**src/rtl/i2c_slave_rx_if.sv**
```systemverilog
// I2C target receiver bus bundle: raw SCL/SDA in, open-drain SDA enable,
// and the received-byte valid/ready handshake toward local logic.
interface i2c_slave_rx_if;
    logic       scl_i;
    logic       sda_i;
    logic       sda_oe;
    logic [7:0] rx_data;
    logic       rx_valid;
    logic       rx_ready;
    logic       start_det;
    logic       stop_det;
    logic       busy;

    modport slave (
        input  scl_i, sda_i, rx_ready,
        output sda_oe, rx_data, rx_valid, start_det, stop_det, busy
    );

    modport master (
        output scl_i, sda_i, rx_ready,
        input  sda_oe, rx_data, rx_valid, start_det, stop_det, busy
    );
endinterface

```
**src/rtl/i2c_slave_rx.sv**
```systemverilog
// I2C write-only target: oversampled START/STOP detection, address match,
// byte shift-in with ACK/NAK, and valid/ready delivery of accepted bytes.
module i2c_slave_rx #(
    parameter logic [6:0] ADDR        = 7'h50,
    parameter int         SYNC_STAGES = 2
) (
    input  logic          clk,
    input  logic          rstn,
    i2c_slave_rx_if.slave bus
);

    typedef enum logic [2:0] {
        S_IDLE, S_ADDR, S_ADDR_ACK, S_DATA, S_DATA_ACK, S_IGNORE
    } state_t;

    logic [SYNC_STAGES-1:0] scl_sync, sda_sync;
    logic scl_prev, sda_prev;
    logic scl, sda;
    logic scl_rise, scl_fall, start, stop;

    state_t     state, state_n;
    logic [7:0] shreg, shreg_n, shifted;
    logic [3:0] bitcnt, bitcnt_n;
    logic       ack, ack_n;
    logic       phase, phase_n;
    logic       oe, oe_n;
    logic       busy, busy_n;
    logic [7:0] rx_data, rx_data_n;
    logic       rx_valid, rx_valid_n;
    logic       start_q, start_n;
    logic       stop_q, stop_n;
    logic       match;

    assign scl      = scl_sync[SYNC_STAGES-1];
    assign sda      = sda_sync[SYNC_STAGES-1];
    assign scl_rise = scl & ~scl_prev;
    assign scl_fall = ~scl & scl_prev;
    // Bus conditions require SCL stable high across both samples.
    assign start    = scl & scl_prev & sda_prev & ~sda;
    assign stop     = scl & scl_prev & ~sda_prev & sda;
    assign shifted  = {shreg[6:0], sda};
    assign match    = (shifted[7:1] == ADDR) && !shifted[0];

    always_ff @(posedge clk) begin
        if (!rstn) begin
            scl_sync <= '1;
            sda_sync <= '1;
            scl_prev <= 1'b1;
            sda_prev <= 1'b1;
            state    <= S_IDLE;
            shreg    <= 8'h00;
            bitcnt   <= 4'd0;
            ack      <= 1'b0;
            phase    <= 1'b0;
            oe       <= 1'b0;
            busy     <= 1'b0;
            rx_data  <= 8'h00;
            rx_valid <= 1'b0;
            start_q  <= 1'b0;
            stop_q   <= 1'b0;
        end else begin
            scl_sync <= {scl_sync[SYNC_STAGES-2:0], bus.scl_i};
            sda_sync <= {sda_sync[SYNC_STAGES-2:0], bus.sda_i};
            scl_prev <= scl;
            sda_prev <= sda;
            state    <= state_n;
            shreg    <= shreg_n;
            bitcnt   <= bitcnt_n;
            ack      <= ack_n;
            phase    <= phase_n;
            oe       <= oe_n;
            busy     <= busy_n;
            rx_data  <= rx_data_n;
            rx_valid <= rx_valid_n;
            start_q  <= start_n;
            stop_q   <= stop_n;
        end
    end

    always_comb begin
        state_n    = state;
        shreg_n    = shreg;
        bitcnt_n   = bitcnt;
        ack_n      = ack;
        phase_n    = phase;
        oe_n       = oe;
        busy_n     = busy;
        rx_data_n  = rx_data;
        rx_valid_n = 1'b0;
        start_n    = 1'b0;
        stop_n     = 1'b0;
        if (start) begin
            state_n  = S_ADDR;
            start_n  = 1'b1;
            busy_n   = 1'b0;
            bitcnt_n = 4'd0;
            oe_n     = 1'b0;
            phase_n  = 1'b0;
        end else if (stop) begin
            state_n = S_IDLE;
            stop_n  = 1'b1;
            busy_n  = 1'b0;
            oe_n    = 1'b0;
        end else begin
            unique case (state)
                S_ADDR, S_DATA: begin
                    if (scl_rise) begin
                        shreg_n  = shifted;
                        bitcnt_n = bitcnt + 4'd1;
                        if (bitcnt == 4'd7) begin
                            phase_n = 1'b0;
                            if (state == S_ADDR) begin
                                ack_n   = match;
                                busy_n  = match;
                                state_n = S_ADDR_ACK;
                            end else begin
                                ack_n   = bus.rx_ready;
                                state_n = S_DATA_ACK;
                                if (bus.rx_ready) begin
                                    rx_data_n  = shifted;
                                    rx_valid_n = 1'b1;
                                end
                            end
                        end
                    end
                end
                // First fall opens the ACK slot, second fall closes it.
                S_ADDR_ACK, S_DATA_ACK: begin
                    if (scl_fall) begin
                        if (!phase) begin
                            oe_n    = ack;
                            phase_n = 1'b1;
                        end else begin
                            oe_n     = 1'b0;
                            bitcnt_n = 4'd0;
                            state_n  = ack ? S_DATA : S_IGNORE;
                        end
                    end
                end
                S_IDLE, S_IGNORE: oe_n = 1'b0;
                default: state_n = S_IDLE;
            endcase
        end
    end

    assign bus.sda_oe    = oe;
    assign bus.rx_data   = rx_data;
    assign bus.rx_valid  = rx_valid;
    assign bus.start_det = start_q;
    assign bus.stop_det  = stop_q;
    assign bus.busy      = busy;

endmodule

```
**src/flat_wrapper.sv**
```systemverilog
// flat-port wrapper written by rule: the top's interface ports become plain ports
module i2c_slave_rx_flat 
#(
    parameter logic [6:0] ADDR        = 7'h50,
    parameter int         SYNC_STAGES = 2
)
  (clk, rstn, bus_scl_i, bus_sda_i, bus_rx_ready, bus_sda_oe, bus_rx_data, bus_rx_valid, bus_start_det, bus_stop_det, bus_busy);
  i2c_slave_rx_if bus_i ();
  input  logic clk;
  input  logic rstn;
  input wire logic [$bits(bus_i.scl_i)-1:0] bus_scl_i;
  input wire logic [$bits(bus_i.sda_i)-1:0] bus_sda_i;
  input wire logic [$bits(bus_i.rx_ready)-1:0] bus_rx_ready;
  output wire logic [$bits(bus_i.sda_oe)-1:0] bus_sda_oe;
  output wire logic [$bits(bus_i.rx_data)-1:0] bus_rx_data;
  output wire logic [$bits(bus_i.rx_valid)-1:0] bus_rx_valid;
  output wire logic [$bits(bus_i.start_det)-1:0] bus_start_det;
  output wire logic [$bits(bus_i.stop_det)-1:0] bus_stop_det;
  output wire logic [$bits(bus_i.busy)-1:0] bus_busy;
  assign bus_i.scl_i = bus_scl_i;
  assign bus_i.sda_i = bus_sda_i;
  assign bus_i.rx_ready = bus_rx_ready;
  assign bus_sda_oe = bus_i.sda_oe;
  assign bus_rx_data = bus_i.rx_data;
  assign bus_rx_valid = bus_i.rx_valid;
  assign bus_start_det = bus_i.start_det;
  assign bus_stop_det = bus_i.stop_det;
  assign bus_busy = bus_i.busy;
  i2c_slave_rx #(.ADDR(ADDR), .SYNC_STAGES(SYNC_STAGES)) u_core (.clk(clk), .rstn(rstn), .bus(bus_i));
endmodule
```
**config.mk**
```make
export PLATFORM = sky130hd
export DESIGN_NAME = i2c_slave_rx_flat
export DESIGN_NICKNAME = d
export VERILOG_FILES = /design/src/rtl/i2c_slave_rx_if.sv /design/src/rtl/i2c_slave_rx.sv /design/src/flat_wrapper.sv
export SDC_FILE = /design/constraint.sdc
export NUM_CORES = 1
export LEC_CHECK = 0
export BUFFER_PORTS_ARGS = -buffer_cell sky130_fd_sc_hd__clkbuf_2
export CORE_MARGIN = 1.5
export CORE_UTILIZATION = 56
export DETAILED_ROUTE_END_ITERATION = 8
export PLACE_DENSITY_LB_ADDON = 0.3
export SYNTH_ARGS = -nofsm -noshare
export SYNTH_HDL_FRONTEND = slang
export SYNTH_SLANG_ARGS = --single-unit
```
**constraint.sdc**
```tcl
create_clock -name clk -period 1.6 [get_ports clk]
set_input_delay 0.08 -clock clk [delete_from_list [all_inputs] [get_ports clk]]
set_output_delay 0.08 -clock clk [all_outputs]
set_load 0.05 [all_outputs]
```
==> results.yml, run 1 <==
global_routing:
  grt_pass1_vias: 1092
  grt_use_total_pct: 23.1
  antenna_found_initial: 0
  grt_pass1_wl_um: 4840
  grt_max_degree: 17
  grt-ovfl-total: 0
synthesis:
  syn_nets: 168
  synth-main-ff-cell: "dfxtp_1"
  ys_seq_area_share_pct: 46.6
  synthCells: 162
  synth_cell_types: 43
  yosys_warnings: 0
  synth_edf_count: 0
  ys_ff_latch: 35
  async_flop_share_pct: 0
  synthesis.area_mm2: 0.00150
  avgSynthCellArea_um2: 9.28
status:
  status: "finished clean"
setup_path:
  crit_path_start_kind: "register"
  path_max_fanout: 9
  crit_arrival_ps: 1730
  worstSetupEndpointType: "register"
  cp.required_ps: 1820
  crit_type: "reg -> reg"
hold_path:
  hold_path.class: "in -> reg"
drt:
  drc_errors: 0
  drt_iter0_drc: 33
  dr.pass1.iters: 4
  wl_um: 2970
  postRouteAntennaNets: 0
  wl_per_cell_um: 13.5
  via_per_inst: 5.64
  vias: 1235
floorplanning:
  fp-row-count: 18
  die_area_mm2: 0.00300
  die-width_um: 54.8
  die_y_um: 54.8
  core-area_mm2: 0.00250
  num_io_pins: 18
  start_util_pct: 60.1
timing:
  finClkSkew_ps: 4.15
  post-route-min-period_ps: 1510
  finalHoldViolCount: 0
  max_freq_ghz: 0.663
  setup-tns-final_ps: 0
  worst_pin_slew_ps: 464
  post-route-period-util_pct: 94.3
  relSlewSlack_pct: 68.9
  setup_viol: 0
  fin_hold_ws_ps: 49.0
  final_max_slew_viol_count: 0
  rsz0062_at_grt: "no"
placement:
  globalplace.congestion: 0.913
  io_buffers: 17
  placedCellCount: 209
  dpl.hpwl_um: 2220
pwr:
  ir_drop_mv: 0.805
  power.density_mw_per_mm2: 818
  p_leak_nw: 0.731
cells_and_area:
  fin_util_pct: 69.1
  finalNetCount: 194
  final_cells: 219
  layout-drive-gt1-share_pct: 21.7
  insertedDiodeCount: 0
  fillers: 216
  syn_to_final_growth_pct: 15.0
clock_tree:
  clk_pin_slew_ps: 100
  cts.sink_count: 35
  root_buffer: "clkbuf_4"
  cts_setup_buffers: 0
  worstSkewPairLatency_ps: 330
  tritoncts: "built"
  clockBufferDepth: 2
  cts_made_buffers: 5
  cts.htree.levels: 2
flow_run:
  max_cap_violations: 0
-- state kept, by name (all words and copies together) (netlist names) --
signal                flops
u_core.bus.rx_data        8
u_core.shreg              7
u_core.bitcnt             4
u_core.state              3
u_core.scl_sync           2
u_core.sda_sync           2
u_core.ack                1
u_core.bus.busy           1
u_core.bus.rx_valid       1
u_core.bus.sda_oe         1
u_core.bus.start_det      1
u_core.bus.stop_det       1
u_core.phase              1
u_core.scl_prev           1
u_core.sda_prev           1
-- per-layer routing --
metal / vias to the layer above / part of all wire (%) / global-route usage [%]
li1: 619 / - / -
met1: 593 / 46 / 29.4
met2: 18 / 49 / 37.3
met3: 5 / 3.4 / 5.74
met4: 0 / 1.6 / 8.75
met5: - / 0 / 0
-- power breakdown --
group	internal (mW)	switching [mW]
Sequential	0.879	0.00592
Clock	0.169	0.292
Combinational	0.0277	0.0388
Total	1.08	0.337
-- layout make-up --
cell class | count | area [um^2] | share of cell area [%]
inverter | 3 | 11.3 | 0.652
tap | 30 | 37.5 | 2.17
clock buffer | 6 | 41.3 | 2.39
sequential | 35 | 702 | 40.6
clock inverter | 2 | 12.5 | 0.724
timing repair buffer | 29 | 193 | 11.2
multi-input combinational | 114 | 731 | 42.3
-- synthesized netlist by cell type (3+ instances only) --
cell type	n	area, um^2
nor2_1	18	67.6
nand2_1	20	75.1
a21oi_1	15	75.1
buf_2	3	15.0
o21ai_0	5	25.0
nand2b_1	8	50.1
inv_1	3	11.3
mux2i_1	9	90.1
dfxtp_1	35	701
buf_4	3	22.5
-- cells by family (layout without fill, tap and decap cells) --
kind of cell	after synthesis	after routing	synth area share, %
mux	9	9	6.00
fa+ha+maj	1	1	0.833
compound gates	35	35	14.2
flops	35	35	46.6
xor+xnor	4	4	2.83
buf+inv	13	40	5.25
simple gates	65	65	24.2
-- what timing repair did --
| item | 4_1_cts | 5_1_grt |
|---|---|---|
| hold endpoints to repair | 2 | 0 |
| endpoints found under the setup margin | 0 | 8 |
| resized for setup | 0 | 3 |
| hold buffers | 2 | 0 |
-- per-stage QoR --
stage	area, um^2	total power, mW	setup WS, ps
6_report	1730	1.41	91.6
3_5_place_dp	1650	0.968	45.2
5_1_grt	1730	1.47	1.36
3_3_place_gp	1650	0.966	135
4_1_cts	1720	1.42	28.0
2_1_floorplan	1500	0.949	236
-- path summary, 6_finish.rpt --
path / startpoint / end / slack [ps] / depth (start not counted)
worst min register to register: u_core.scl_sync[0] / u_core.scl_sync[1] / 420 / 1
worst max register to register: u_core.bitcnt[1] / u_core.bus.rx_data[1] / 90 / 6
worst min-delay path: bus_rx_ready / u_core.ack / 50 / 3
worst max-delay path: u_core.bitcnt[1] / u_core.bus.rx_data[1] / 90 / 6
-- placed cells by master, fill, tap and decap left out, types with 5 or more instances in the layout --
cell type  count
clkbuf_4       5
clkbuf_2      17
o21ai_0        5
nor2_1        18
nand2_1       20
buf_4          9
nand2b_1       8
a21oi_1       15
dfxtp_1       34
mux2i_1        9
-- worst max-delay path, cell delays in order (launching register included) --
cell and delay, ps:
dfxtp_1 380, ha_1 200, and3b_2 260, o2111ai_2 160, buf_12 180, mux2i_1 150, nor2_1 60
(Power assumes the default switching activity.)
==> inputs of run 2 (changes only) <==
==> constraint.sdc (replaced) <==
create_clock -name clk -period 1.6 [get_ports clk]
set_input_delay 0.24 -clock clk [delete_from_list [all_inputs] [get_ports clk]]
set_output_delay 0.24 -clock clk [all_outputs]
set_load 0.05 [all_outputs]
==> results.yml, run 2 (synthesis gave the netlist of run 1 again) <==
floorplanning:
  die_area_mm2: 0.00300
  die_y_um: 54.8
  core-area_mm2: 0.00250
  fp-row-count: 18
  num_io_pins: 18
  die-width_um: 54.8
  start_util_pct: 60.1
clock_tree:
  cts_resized: 0
  cts.htree.levels: 2
  cts_hold_buf: 0
  worstSkewPairLatency_ps: 330
  root_buffer: "clkbuf_4"
  clockBufferDepth: 2
  tritoncts: "built"
  cts_made_buffers: 5
  clk_pin_slew_ps: 100
  cts_setup_buffers: 0
  cts.sink_count: 35
drt:
  drt_iter0_drc: 33
  drc_errors: 0
  wl_um: 2960
  wl_per_cell_um: 13.6
  via_per_inst: 5.67
  postRouteAntennaNets: 0
  dr.pass1.iters: 4
  vias: 1230
cells_and_area:
  multiInputGateArea_um2: 731
  regMostFlops: "u_core.bus.rx_data"
  layout_common_cells: "dfxtp_1, nand2_1, nor2_1, clkbuf_2, a21oi_1"
  insertedDiodeCount: 0
  fin_util_pct: 68.3
  largest_register_ffs: 8
  largestRegisters: "u_core.bus.rx_data (8), u_core.shreg (7), u_core.bitcnt (4)"
  fillers: 218
  layout_commonest_cell: "dfxtp_1"
  syn_to_final_growth_pct: 13.7
  finalNetCount: 192
  regArea_um2: 702
  layout-drive-gt1-share_pct: 21.9
  fin_area_mm2: 0.00171
setup_path:
  crit_type: "reg -> reg"
  r2r-end: "u_core.bus.rx_data[1]"
  reg2regPathDepth: 6
  path_max_fanout: 9
  rrSetupSlack_ps: 90
  regToRegStartpoint: "u_core.bitcnt[1]"
  cp.required_ps: 1820
  crit_path_start_kind: "register"
  crit_arrival_ps: 1730
  worstSetupEndpointType: "register"
timing:
  setup_viol: 0
  rsz0062_at_grt: "no"
  final.setup.worst_slack_ps: 91.1
  max_freq_ghz: 0.663
  final_max_slew_viol_count: 0
  relSlewSlack_pct: 68.9
  worst_pin_slew_ps: 464
  post-route-period-util_pct: 94.3
  finClkSkew_ps: 4.08
  setup-tns-final_ps: 0
  post-route-min-period_ps: 1510
  finalHoldViolCount: 0
global_routing:
  grt_max_degree: 17
  grt_pass1_wl_um: 4840
  met1_usage_pct: 29.4
  grt_pass1_vias: 1092
  use_met3_pct: 5.74
  grt.met2_usage_pct: 37.3
  antenna_found_initial: 0
  grt-busiest-layer: "met2"
  grt_use_total_pct: 23.1
  grt-ovfl-total: 0
placement:
  place_ws_ps: 45.2
  dpl.hpwl_um: 2220
  io_buffers: 17
  placed_cell_area_mm2: 0.00165
  globalplace.congestion: 0.913
hold_path:
  hold_path_depth: 2
  holdPathEnd: "u_core.scl_sync[0]"
  holdCritStartpoint: "bus_scl_i"
  hold_path.class: "in -> reg"
pwr:
  p_int_mw: 1.07
  combinationalPowerShare_pct: 4.4
  power_switching_mw: 0.336
  power.density_mw_per_mm2: 825
  pwr-share-seq_pct: 62.8
  p_leak_nw: 0.723
  ir_drop_mv: 0.806
  switching_share_pct: 23.8
  clkPwrFrac_pct: 32.7
status:
  status: "finished clean"
flow_run:
  max_cap_violations: 0
-- run 2: cell count changes in the layout (fill, tap and decap cells not counted), sizes merged --
cell	change
dlygate4sd3	-2
-- run 2: per-stage QoR --
| stage | power, mW | hold slack (ps) | instances |
|---|---|---|---|
| 2_1_floorplan | 0.949 | 335 | 162 |
| 3_3_place_gp | 0.966 | 391 | 209 |
| 3_5_place_dp | 0.968 | 400 | 209 |
| 4_1_cts | 1.42 | 75.5 | 217 |
| 5_1_grt | 1.46 | 73.0 | 217 |
| 6_report | 1.41 | 83.2 | 217 |
-- run 2: worst max-delay path by stage --
stage	from	end	slack, ps
floorplan	u_core.bitcnt[0]	u_core.bus.rx_data[0]	240
global placement	u_core.bitcnt[0]	u_core.bus.rx_data[7]	130
detailed placement	u_core.bitcnt[0]	u_core.bus.rx_data[1]	50
CTS	u_core.bitcnt[0]	u_core.bus.rx_data[0]	30
global route	u_core.bitcnt[1]	u_core.bus.rx_data[1]	1
finish	u_core.bitcnt[1]	u_core.bus.rx_data[1]	90
-- run 2: final cells by class --
class                           count  share of cell area, %
Sequential cell                    35                   41.1
Multi-Input combinational cell    114                   42.8
Tap cell                           30                   2.20
Timing Repair Buffer               27                   10.1
Clock buffer                        6                   2.42
Clock inverter                      2                  0.733
Inverter                            3                  0.659
-- run 2: critical path, stage by stage, from the launching register on --
cell and delay [ps]:
dfxtp_1 380, ha_1 200, and3b_2 260, o2111ai_2 160
buf_12 180, mux2i_1 150, nor2_1 60
-- run 2: power groups by stage --
stage / sequential (mW) / combinational (mW) / clock [mW]
2_1_floorplan: 0.906 / 0.0422 / 0
3_3_place_gp: 0.905 / 0.0607 / 0
3_5_place_dp: 0.905 / 0.0622 / 0
4_1_cts: 0.885 / 0.0622 / 0.470
5_1_grt: 0.887 / 0.0688 / 0.506
6_report: 0.885 / 0.0626 / 0.461
-- run 2: per-layer routing --
metal / vias up / part of all wire (%)
met5: - / 0
met4: 0 / 1.6
met3: 5 / 3.4
met2: 18 / 49
met1: 592 / 46
li1: 615 / -
==> inputs of run 3 (changes only) <==
CTS_CLUSTER_DIAMETER = 150   (was not set)
PLACE_DENSITY = 0.77   (was not set)
PLACE_DENSITY_LB_ADDON = not set   (was 0.3)
==> results.yml, run 3 (synthesis gave the netlist of run 1 again) <==
drt:
  drt_iter0_drc: 20
  via_per_inst: 5.68
  wl_um: 2950
  drc_errors: 0
  wl_per_cell_um: 13.5
  postRouteAntennaNets: 0
  vias: 1244
  dr.pass1.iters: 4
floorplanning:
  start_util_pct: 60.1
  die-width_um: 54.8
  die_y_um: 54.8
  fp-row-count: 18
  num_io_pins: 18
  die_area_mm2: 0.00300
  core-area_mm2: 0.00250
timing:
  finalHoldViolCount: 0
  post-route-min-period_ps: 1520
  setup-tns-final_ps: 0
  final_max_slew_viol_count: 0
  max_freq_ghz: 0.660
  setup_viol: 0
  post-route-period-util_pct: 94.7
  finClkSkew_ps: 14.0
  worst_pin_slew_ps: 501
  relSlewSlack_pct: 66.4
  rsz0062_at_grt: "no"
pwr:
  power.density_mw_per_mm2: 829
  p_leak_nw: 0.734
  ir_drop_mv: 0.784
cells_and_area:
  layout_common_cells: "dfxtp_1, nand2_1, nor2_1, clkbuf_2, a21oi_1"
  largest_register_ffs: 8
  largestRegisters: "u_core.bus.rx_data (8), u_core.shreg (7), u_core.bitcnt (4)"
  syn_to_final_growth_pct: 14.4
  final_cells: 219
  finalNetCount: 195
  regMostFlops: "u_core.bus.rx_data"
  layout-drive-gt1-share_pct: 22.8
  layout_commonest_cell: "dfxtp_1"
  fillers: 192
  insertedDiodeCount: 0
setup_path:
  cp_cell_sequence: "ha_1 -> and3b_2 -> o2111ai_2 -> buf_4 -> mux2i_1 -> nor2_1"
  cp.required_ps: 1800
  critPathLaunch: "u_core.bitcnt[0]"
  crit_family: "flip-flops"
  crit_arrival_ps: 1720
  cpPeakStageDelay_ps: 350
  crit_type: "reg -> reg"
  cp_num_buf_inv: 1
  worstSetupEndpointType: "register"
  regToRegStartpoint: "u_core.bitcnt[0]"
  crit_path_top_delay_cell: "dfxtp_1"
  path_max_fanout: 7
  crit_path_start_kind: "register"
placement:
  io_buffers: 17
  dpl.hpwl_um: 2180
  placedCellCount: 212
  globalplace.congestion: 0.885
global_routing:
  grt_use_total_pct: 23.3
  grt_pass1_wl_um: 4820
  grt_pass1_vias: 1084
  grt-ovfl-total: 0
  antenna_found_initial: 0
  grt_max_degree: 17
clock_tree:
  cts.sink_count: 35
  worstSkewPairLatency_ps: 330
  clk_pin_slew_ps: 110
  cts_made_buffers: 5
  root_buffer: "clkbuf_4"
  cts_setup_buffers: 0
  clockBufferDepth: 2
  cts.htree.levels: 2
  tritoncts: "built"
hold_path:
  hold_path.class: "in -> reg"
  holdCritStartpoint: "bus_scl_i"
status:
  status: "finished clean"
flow_run:
  max_cap_violations: 0
-- run 3: cell count changes in the layout (fill, tap and decap cells not counted), sizes merged --
cell      previous run  this run
clkinvlp             1         0
buf                 10        13
-- run 3: routing by layer --
metal | vias up | track usage [%] | share of wire, %
li1 | 615 | - | -
met1 | 589 | 29.4 | 46
met2 | 30 | 34.7 | 47
met3 | 10 | 7.92 | 4.7
met4 | 0 | 12.5 | 2.7
met5 | - | 0 | 0
-- run 3: area by class of cell --
cell class              count  area (um^2)  share of cell area (%)
clock buffers               6         51.3                    2.98
clock inverters             1         5.00                   0.291
inverters                   3         11.3                   0.655
multi-input cells         114          731                    42.5
flip-flops and latches     35          701                    40.8
well taps                  30         37.5                    2.18
repair buffers             30          183                    10.6
-- run 3: worst paths after layout --
kind	cells past startpoint	to	slack (ps)
max	6	u_core.bus.rx_data[5]	80
min	2	u_core.scl_sync[0]	70
max reg2reg	6	u_core.bus.rx_data[5]	80
min reg2reg	1	u_core.sda_sync[1]	420
-- run 3: what timing repair did --
action,in CTS,in global routing
resized for setup,0,2
hold buffers,0,0
endpoints found under the setup margin,0,8
-- run 3: power breakdown --
group / total, mW / internal (mW) / switching [mW]
registers: 0.886 / 0.879 / 0.00697
logic: 0.0643 / 0.0257 / 0.0386
clock network: 0.475 / 0.203 / 0.271
total: 1.43 / 1.11 / 0.317
-- run 3: worst register-to-register path, cell delays in order, from the launching register on --
cell       delay [ps]
dfxtp_1           350
ha_1              230
and3b_2           260
o2111ai_2         100
buf_4             210
mux2i_1           200
nor2_1             60
-- run 3: metrics by stage --
| stage | utilization, % | total power [mW] | setup WS [ps] | hold slack, ps | instance area, um^2 |
|---|---|---|---|---|---|
| 2_1_floorplan | - | 0.949 | 236 | 335 | 1500 |
| 5_1_grt | 68.8 | 1.49 | 2.86 | 66.7 | 1720 |
| 6_report | 68.8 | 1.43 | 84.5 | 74.6 | 1720 |
| 3_5_place_dp | 66.2 | 0.971 | 66.5 | 401 | 1660 |
| 3_3_place_gp | 66.2 | 0.968 | 139 | 389 | 1660 |
| 4_1_cts | 68.5 | 1.43 | 53.0 | 70.0 | 1710 |
